File: config.mk
export PLATFORM = sky130hd
export DESIGN_NAME = iob_uart_console_bridge
export DESIGN_NICKNAME = d
export VERILOG_FILES = /design/src/rtl/iob_uart_console_bridge.sv
export SDC_FILE = /design/constraint.sdc
export NUM_CORES = 1
export LEC_CHECK = 0
export ABC_AREA = 1
export CAP_MARGIN = 20
export CORE_MARGIN = 2
export CORE_UTILIZATION = 63
export DETAILED_ROUTE_END_ITERATION = 6
export PLACE_DENSITY = 0.91
export SYNTH_ARGS = -nofsm -noshare
export SYNTH_HDL_FRONTEND = slang
export SYNTH_HIERARCHICAL = 1
export SYNTH_SLANG_ARGS = --single-unit
File: constraint.sdc
create_clock -name clk -period 3.7 [get_ports clk]
set_clock_uncertainty 0.05 [all_clocks]
set_input_delay 0.74 -clock clk [delete_from_list [all_inputs] [get_ports clk]]
set_output_delay 0.74 -clock clk [all_outputs]
set_load 0.005 [all_outputs]
File: src/rtl/iob_uart_console_bridge.sv
// Bus master bridging the UART native register interface to two byte streams.
// Initialises the UART, then alternately polls RX-ready and TX-ready.
module iob_uart_console_bridge_fifo #(
    parameter int AW = 4
) (
    input  logic       clk,
    input  logic       reset,
    input  logic       i_push,
    input  logic [7:0] i_din,
    input  logic       i_pop,
    output logic [7:0] o_dout,
    output logic       o_empty,
    output logic       o_full
);
    logic [7:0]  r_mem [2**AW];
    logic [AW:0] r_wp;
    logic [AW:0] r_rp;
    logic        w_pop;
    logic        w_push;

    assign o_empty = (r_wp == r_rp);
    assign o_full  = (r_wp[AW] != r_rp[AW]) && (r_wp[AW-1:0] == r_rp[AW-1:0]);
    assign w_pop   = i_pop && !o_empty;
    // A pop in the same cycle frees the slot a push into a full FIFO needs
    assign w_push  = i_push && (!o_full || w_pop);
    assign o_dout  = r_mem[r_rp[AW-1:0]];

    always_ff @(posedge clk) begin
        if (w_push) r_mem[r_wp[AW-1:0]] <= i_din;
    end

    always_ff @(posedge clk or posedge reset) begin
        if (reset) begin
            r_wp <= '0;
            r_rp <= '0;
        end else begin
            if (w_push) r_wp <= r_wp + 1'b1;
            if (w_pop)  r_rp <= r_rp + 1'b1;
        end
    end
endmodule

module iob_uart_console_bridge #(
    parameter int          ADDR_W       = 5,
    parameter int          DATA_W       = 32,
    parameter logic [15:0] DIV          = 16'd434,
    parameter int          DIV_ADDR     = 0,
    parameter int          TXEN_ADDR    = 4,
    parameter int          RXEN_ADDR    = 5,
    parameter int          TXDATA_ADDR  = 8,
    parameter int          TXREADY_ADDR = 9,
    parameter int          RXDATA_ADDR  = 10,
    parameter int          RXREADY_ADDR = 11,
    parameter int          RXFIFO_AW    = 4,
    parameter int          TXFIFO_AW    = 4,
    parameter int          TIMEOUT      = 255
) (
    input  logic                clk,
    input  logic                reset,
    output logic                uart_valid,
    output logic [ADDR_W-1:0]   uart_addr,
    output logic [DATA_W-1:0]   uart_wdata,
    output logic [DATA_W/8-1:0] uart_wstrb,
    input  logic [DATA_W-1:0]   uart_rdata,
    input  logic                uart_ready,
    output logic                rx_valid,
    output logic [7:0]          rx_data,
    input  logic                rx_ready,
    input  logic                tx_valid,
    input  logic [7:0]          tx_data,
    output logic                tx_ready,
    output logic                init_done,
    output logic                err
);
    localparam int NB = DATA_W / 8;

    typedef enum logic [2:0] {
        S_INIT_DIV, S_INIT_TXEN, S_INIT_RXEN,
        S_POLL_RX, S_RD_RX, S_POLL_TX, S_WR_TX
    } state_t;

    state_t              r_state;
    state_t              w_next;
    logic                r_valid;
    logic [ADDR_W-1:0]   r_addr;
    logic [DATA_W-1:0]   r_wdata;
    logic [NB-1:0]       r_wstrb;
    logic [7:0]          r_cnt;
    logic                r_init_done;
    logic                r_err;
    logic [ADDR_W-1:0]   w_addr;
    logic [DATA_W-1:0]   w_wdata;
    logic [NB-1:0]       w_wstrb;
    logic                w_skip;
    logic                w_issue;
    logic                w_done;
    logic                w_tmo;
    logic [7:0]          w_rbyte;
    logic                w_bit;
    logic                w_rx_push;
    logic                w_rx_empty;
    logic                w_rx_full;
    logic                w_tx_pop;
    logic                w_tx_push;
    logic                w_tx_empty;
    logic                w_tx_full;
    logic [7:0]          w_tx_head;

    function automatic int lane_of(input logic [ADDR_W-1:0] a);
        return int'(a) % NB;
    endfunction

    assign w_done  = r_valid && uart_ready;
    assign w_tmo   = r_valid && !uart_ready && (r_cnt == 8'(TIMEOUT - 1));
    assign w_issue = !r_valid && !w_skip;
    assign w_rbyte = 8'(uart_rdata >> (8 * lane_of(r_addr)));
    assign w_bit   = w_rbyte[0];

    assign w_rx_push = (r_state == S_RD_RX) && w_done;
    assign w_tx_pop  = (r_state == S_WR_TX) && w_done;
    assign w_tx_push = tx_valid && tx_ready;

    always_comb begin
        w_addr  = '0;
        w_wdata = '0;
        w_wstrb = '0;
        w_skip  = 1'b0;
        unique case (r_state)
            S_INIT_DIV: begin
                w_addr  = ADDR_W'(DIV_ADDR);
                w_wdata = {(DATA_W/16){DIV}};
                w_wstrb = NB'(3) << (DIV_ADDR % NB);
            end
            S_INIT_TXEN: begin
                w_addr  = ADDR_W'(TXEN_ADDR);
                w_wdata = {NB{8'd1}};
                w_wstrb = NB'(1) << (TXEN_ADDR % NB);
            end
            S_INIT_RXEN: begin
                w_addr  = ADDR_W'(RXEN_ADDR);
                w_wdata = {NB{8'd1}};
                w_wstrb = NB'(1) << (RXEN_ADDR % NB);
            end
            S_POLL_RX: begin
                w_addr = ADDR_W'(RXREADY_ADDR);
                w_skip = w_rx_full;
            end
            S_RD_RX: w_addr = ADDR_W'(RXDATA_ADDR);
            S_POLL_TX: begin
                w_addr = ADDR_W'(TXREADY_ADDR);
                w_skip = w_tx_empty;
            end
            S_WR_TX: begin
                w_addr  = ADDR_W'(TXDATA_ADDR);
                w_wdata = {NB{w_tx_head}};
                w_wstrb = NB'(1) << (TXDATA_ADDR % NB);
            end
            default: ;
        endcase
    end

    always_comb begin
        w_next = r_state;
        if (w_tmo) begin
            w_next = S_POLL_RX;
        end else begin
            unique case (r_state)
                S_INIT_DIV:  if (w_done) w_next = S_INIT_TXEN;
                S_INIT_TXEN: if (w_done) w_next = S_INIT_RXEN;
                S_INIT_RXEN: if (w_done) w_next = S_POLL_RX;
                S_POLL_RX: begin
                    if (w_skip && !r_valid) w_next = S_POLL_TX;
                    else if (w_done) w_next = w_bit ? S_RD_RX : S_POLL_TX;
                end
                S_RD_RX: if (w_done) w_next = S_POLL_TX;
                S_POLL_TX: begin
                    if (w_skip && !r_valid) w_next = S_POLL_RX;
                    else if (w_done) w_next = w_bit ? S_WR_TX : S_POLL_RX;
                end
                S_WR_TX: if (w_done) w_next = S_POLL_RX;
                default: w_next = S_INIT_DIV;
            endcase
        end
    end

    always_ff @(posedge clk or posedge reset) begin
        if (reset) r_state <= S_INIT_DIV;
        else       r_state <= w_next;
    end

    // Request fields latch on issue and stay put until the handshake ends
    always_ff @(posedge clk or posedge reset) begin
        if (reset) begin
            r_valid <= 1'b0;
            r_addr  <= '0;
            r_wdata <= '0;
            r_wstrb <= '0;
            r_cnt   <= '0;
        end else if (w_issue) begin
            r_valid <= 1'b1;
            r_addr  <= w_addr;
            r_wdata <= w_wdata;
            r_wstrb <= w_wstrb;
            r_cnt   <= '0;
        end else if (w_done || w_tmo) begin
            r_valid <= 1'b0;
        end else if (r_valid) begin
            r_cnt <= r_cnt + 8'd1;
        end
    end

    always_ff @(posedge clk or posedge reset) begin
        if (reset) begin
            r_init_done <= 1'b0;
            r_err       <= 1'b0;
        end else begin
            if (r_state == S_INIT_RXEN && w_done) r_init_done <= 1'b1;
            if (w_tmo) r_err <= 1'b1;
        end
    end

    iob_uart_console_bridge_fifo #(.AW(RXFIFO_AW)) u_rxfifo (
        .clk     (clk),
        .reset   (reset),
        .i_push  (w_rx_push),
        .i_din   (w_rbyte),
        .i_pop   (rx_ready),
        .o_dout  (rx_data),
        .o_empty (w_rx_empty),
        .o_full  (w_rx_full)
    );

    iob_uart_console_bridge_fifo #(.AW(TXFIFO_AW)) u_txfifo (
        .clk     (clk),
        .reset   (reset),
        .i_push  (w_tx_push),
        .i_din   (tx_data),
        .i_pop   (w_tx_pop),
        .o_dout  (w_tx_head),
        .o_empty (w_tx_empty),
        .o_full  (w_tx_full)
    );

    assign uart_valid = r_valid;
    assign uart_addr  = r_addr;
    assign uart_wdata = r_wdata;
    assign uart_wstrb = r_wstrb;
    assign rx_valid   = !w_rx_empty;
    assign tx_ready   = !w_tx_full && r_init_done;
    assign init_done  = r_init_done;
    assign err        = r_err;
endmodule

==> reports/metrics.yaml, run 1 <==
outcome:
  status: "completed"
clock_tree:
  cts_buffers: 28
  cts_root_buffer: "clkbuf_16"
  ctsResizeCount: 0
  clockBufferDepth: 3
  clk_pin_slew_ps: 70
  cts_tree: "yes"
  cts_setup_buffers: 0
  cts_htree_levels: 1
  insertion_delay_ps: 540
  clock-sinks: 309
  hold_buffers: 0
synthesis:
  synth_edf_count: 256
  synth_top_area_share_pct: 55.6
  ys_top_cells_by_area: "edfxtp_1 56%, dfrtp_1 9.6%, nor2_1 6.8%"
  synthSimpleGateAreaFrac_pct: 17.4
  synth_area_sq_um: 13800
  netlist_instances: 1313
  synth.area.mux_share_pct: 0.109
  yosys.area_share.adder_pct: 1.09
  synth_top_family_by_area: "simple AND/OR/NAND/NOR gates"
  yosysMostFrequentCell: "edfxtp_1"
  synth_compound_area_share_pct: 9.27
  ys_async_sr_fraction_pct: 17.2
  synth_xor_area_share_pct: 1.27
  syn_area_per_cell_sq_um: 10.5
  ys_top_cells_by_count: "256 x edfxtp_1, 250 x nor2_1, 244 x nand2_1"
  ys_warn_count: 6
  synth_ff_type: "edfxtp_1"
  yosysTopAreaCell: "edfxtp_1"
  synth_seq_cells: 309
  ys_seq_area_share_pct: 65.2
  synth_cell_types: 36
grt:
  gr-total-overflow: 0
  first_global_vias: 9807
  grt_pass1_wl_um: 51200
  grt_antenna_before_repair: 0
  grt_max_degree: 66
  grtUsageTotal_pct: 27.8
placement:
  dp_cells: 1642
  port_buffers: 95
  dp_hpwl_um: 20200
  gp_congestion: 0.864
pwr:
  peakVddDrop_v: 0.000495
  fin_total_pwr_mw: 11.2
  powerDensity_nw_per_um2: 710
  cellLeakagePower_nw: 6.00
floorplan:
  die_h_um: 152
  dieArea_sq_um: 23200
  io_pins: 99
  fp.dieW_um: 152
  rows: 54
  start_util_pct: 63.8
  core_sq_um: 21700
worst_setup_path:
  reg2reg_slack_ps: 660
  crit_required_ps: 2910
  r2r_end: "u_txfifo/r_mem[12][0]"
  critPathArrivalTime_ps: 2730
  r2r_start: "u_txfifo/r_rp[1]"
  start_kind: "flip-flop"
  path_class: "reg2out"
  endpoint: "rx_data[5]"
  crit_start: "u_rxfifo/r_rp[1]"
  r2r_cells: 10
  end_kind: "primary output"
  crit_fanout: 46
worst_hold_path:
  hold_class: "reg2reg"
  min_path_cells: 2
finish:
  insertedDiodeCount: 0
  syn_to_final_growth_pct: 14.4
  fin_util_pct: 72.9
  layout.nets: 1449
  drive_above_1_share_pct: 8.14
  final_cell_count_no_fill: 1692
job:
  maxCapViolations: 0
drt:
  drtPass1Iterations: 7
  drt-initial-drc-count: 1350
  postRouteAntennaNets: 0
  viasPerCell: 5.99
  wl_um: 32900
  avgRoutedWirePerCell_um: 19.5
  drc: 0
  routed-via-count: 10100
sta:
  relSlewSlack_pct: 40.2
  worstMarginPinSlew_ps: 895
  fin_crit_sh_pct: 95.3
  fin_crit_ps: 3520
  hold_ws_ps: 423
  hold_violations: 0
  fmax_mhz: 284
  rsz0062_at_grt: "no"
  setup_viol: 0
  tns_ps: 0
  drv_slew: 0
critical path: stages (launching register included):
cell and delay (ps):
dfrtp_1 480, buf_4 440, o21ai_0 250, o22ai_1 210, nand2_1 80, nand2_1 80, inv_1 30, nand2_1 70
clkdlybuf4s50_1 500
worst min path at each step:
stage / startpoint / endpoint / slack (ps)
final: err / err / 420
after global routing: err / err / 460
after CTS: err / err / 420
after detailed placement: err / err / 410
after global placement: err / err / 400
after floorplan: err / err / 410
through the flow:
stage | instance area [sq um] | setup slack, ps
finish | 15800 | 176
global route | 15800 | 77.6
CTS | 15800 | 224
detailed placement | 14900 | 392
global placement | 14900 | 591
floorplan | 13800 | 1250
cells by family (layout without fill, tap and decap cells):
group	count (synthesis)	after routing
other	1	3
muxes	1	1
adders and majority gates	12	12
buffers and inverters	161	258
DFF	309	309
xor gates and xnor gates	20	20
and+or+nand+nor	575	575
AOI/OAI and AO/OA	234	234
power by group:
group / total, mW / internal [mW] / switching (mW)
registers: 4.58 / 4.26 / 0.318
logic: 3.80 / 1.33 / 2.47
clock network: 2.84 / 1.63 / 1.21
total: 11.2 / 7.23 / 4.00
cells in the final DEF, fill, tap and decap left out, drive strengths merged, types with 23 or more instances in the layout:
| cell | Yosys | final |
|---|---|---|
| clkbuf | 20 | 35 |
| dfrtp | 53 | 53 |
| edfxtp | 256 | 256 |
| nand2 | 259 | 259 |
| nor2 | 256 | 256 |
| o22ai | 23 | 23 |
| buf | 62 | 34 |
| o211ai | 32 | 32 |
| nand3 | 51 | 51 |
| o21ai | 177 | 177 |
| clkdlybuf4s50 | 0 | 95 |
| inv | 77 | 77 |
area by class of cell:
type	instances	area, sq um
fill	1352	5870
timing repair buffer	129	1220
multi-input combinational	845	4040
sequential	309	9020
clock inverter	15	149
clock buffer	35	748
inverter	79	297
tap	280	350
per-layer routing:
| layer | up-vias | global-route usage (%) | wire length [um] |
|---|---|---|---|
| met1 | 4826 | 36.1 | 12100 |
| met3 | 88 | 4.15 | 3130 |
| met5 | - | 0 | 0 |
| met2 | 623 | 48.6 | 16800 |
| met4 | 0 | 9.30 | 961 |
| li1 | 4597 | - | - |
sequential cells by signal, indices dropped and copies added (netlist names), 2 cells and up:
signal	count
r_state	3
u_txfifo/r_mem	128
uart_addr	4
u_txfifo/r_wp	5
u_rxfifo/r_mem	128
uart_wstrb	2
uart_wdata	13
r_cnt	8
u_rxfifo/r_wp	5
u_txfifo/r_rp	5
u_rxfifo/r_rp	5
No activity file was read; power rests on OpenSTA's default activity.
==> inputs of run 2 (changes only) <==
--- a/config.mk
+++ b/config.mk
@@ -10,6 +10,7 @@
 export CORE_MARGIN = 2
 export CORE_UTILIZATION = 63
 export DETAILED_ROUTE_END_ITERATION = 6
+export HOLD_SLACK_MARGIN = 0.02
 export PLACE_DENSITY = 0.91
 export SYNTH_ARGS = -nofsm -noshare
 export SYNTH_HDL_FRONTEND = slang
==> results of run 2 <==
Final layout, timing and power as in run 1 (identical DEF).
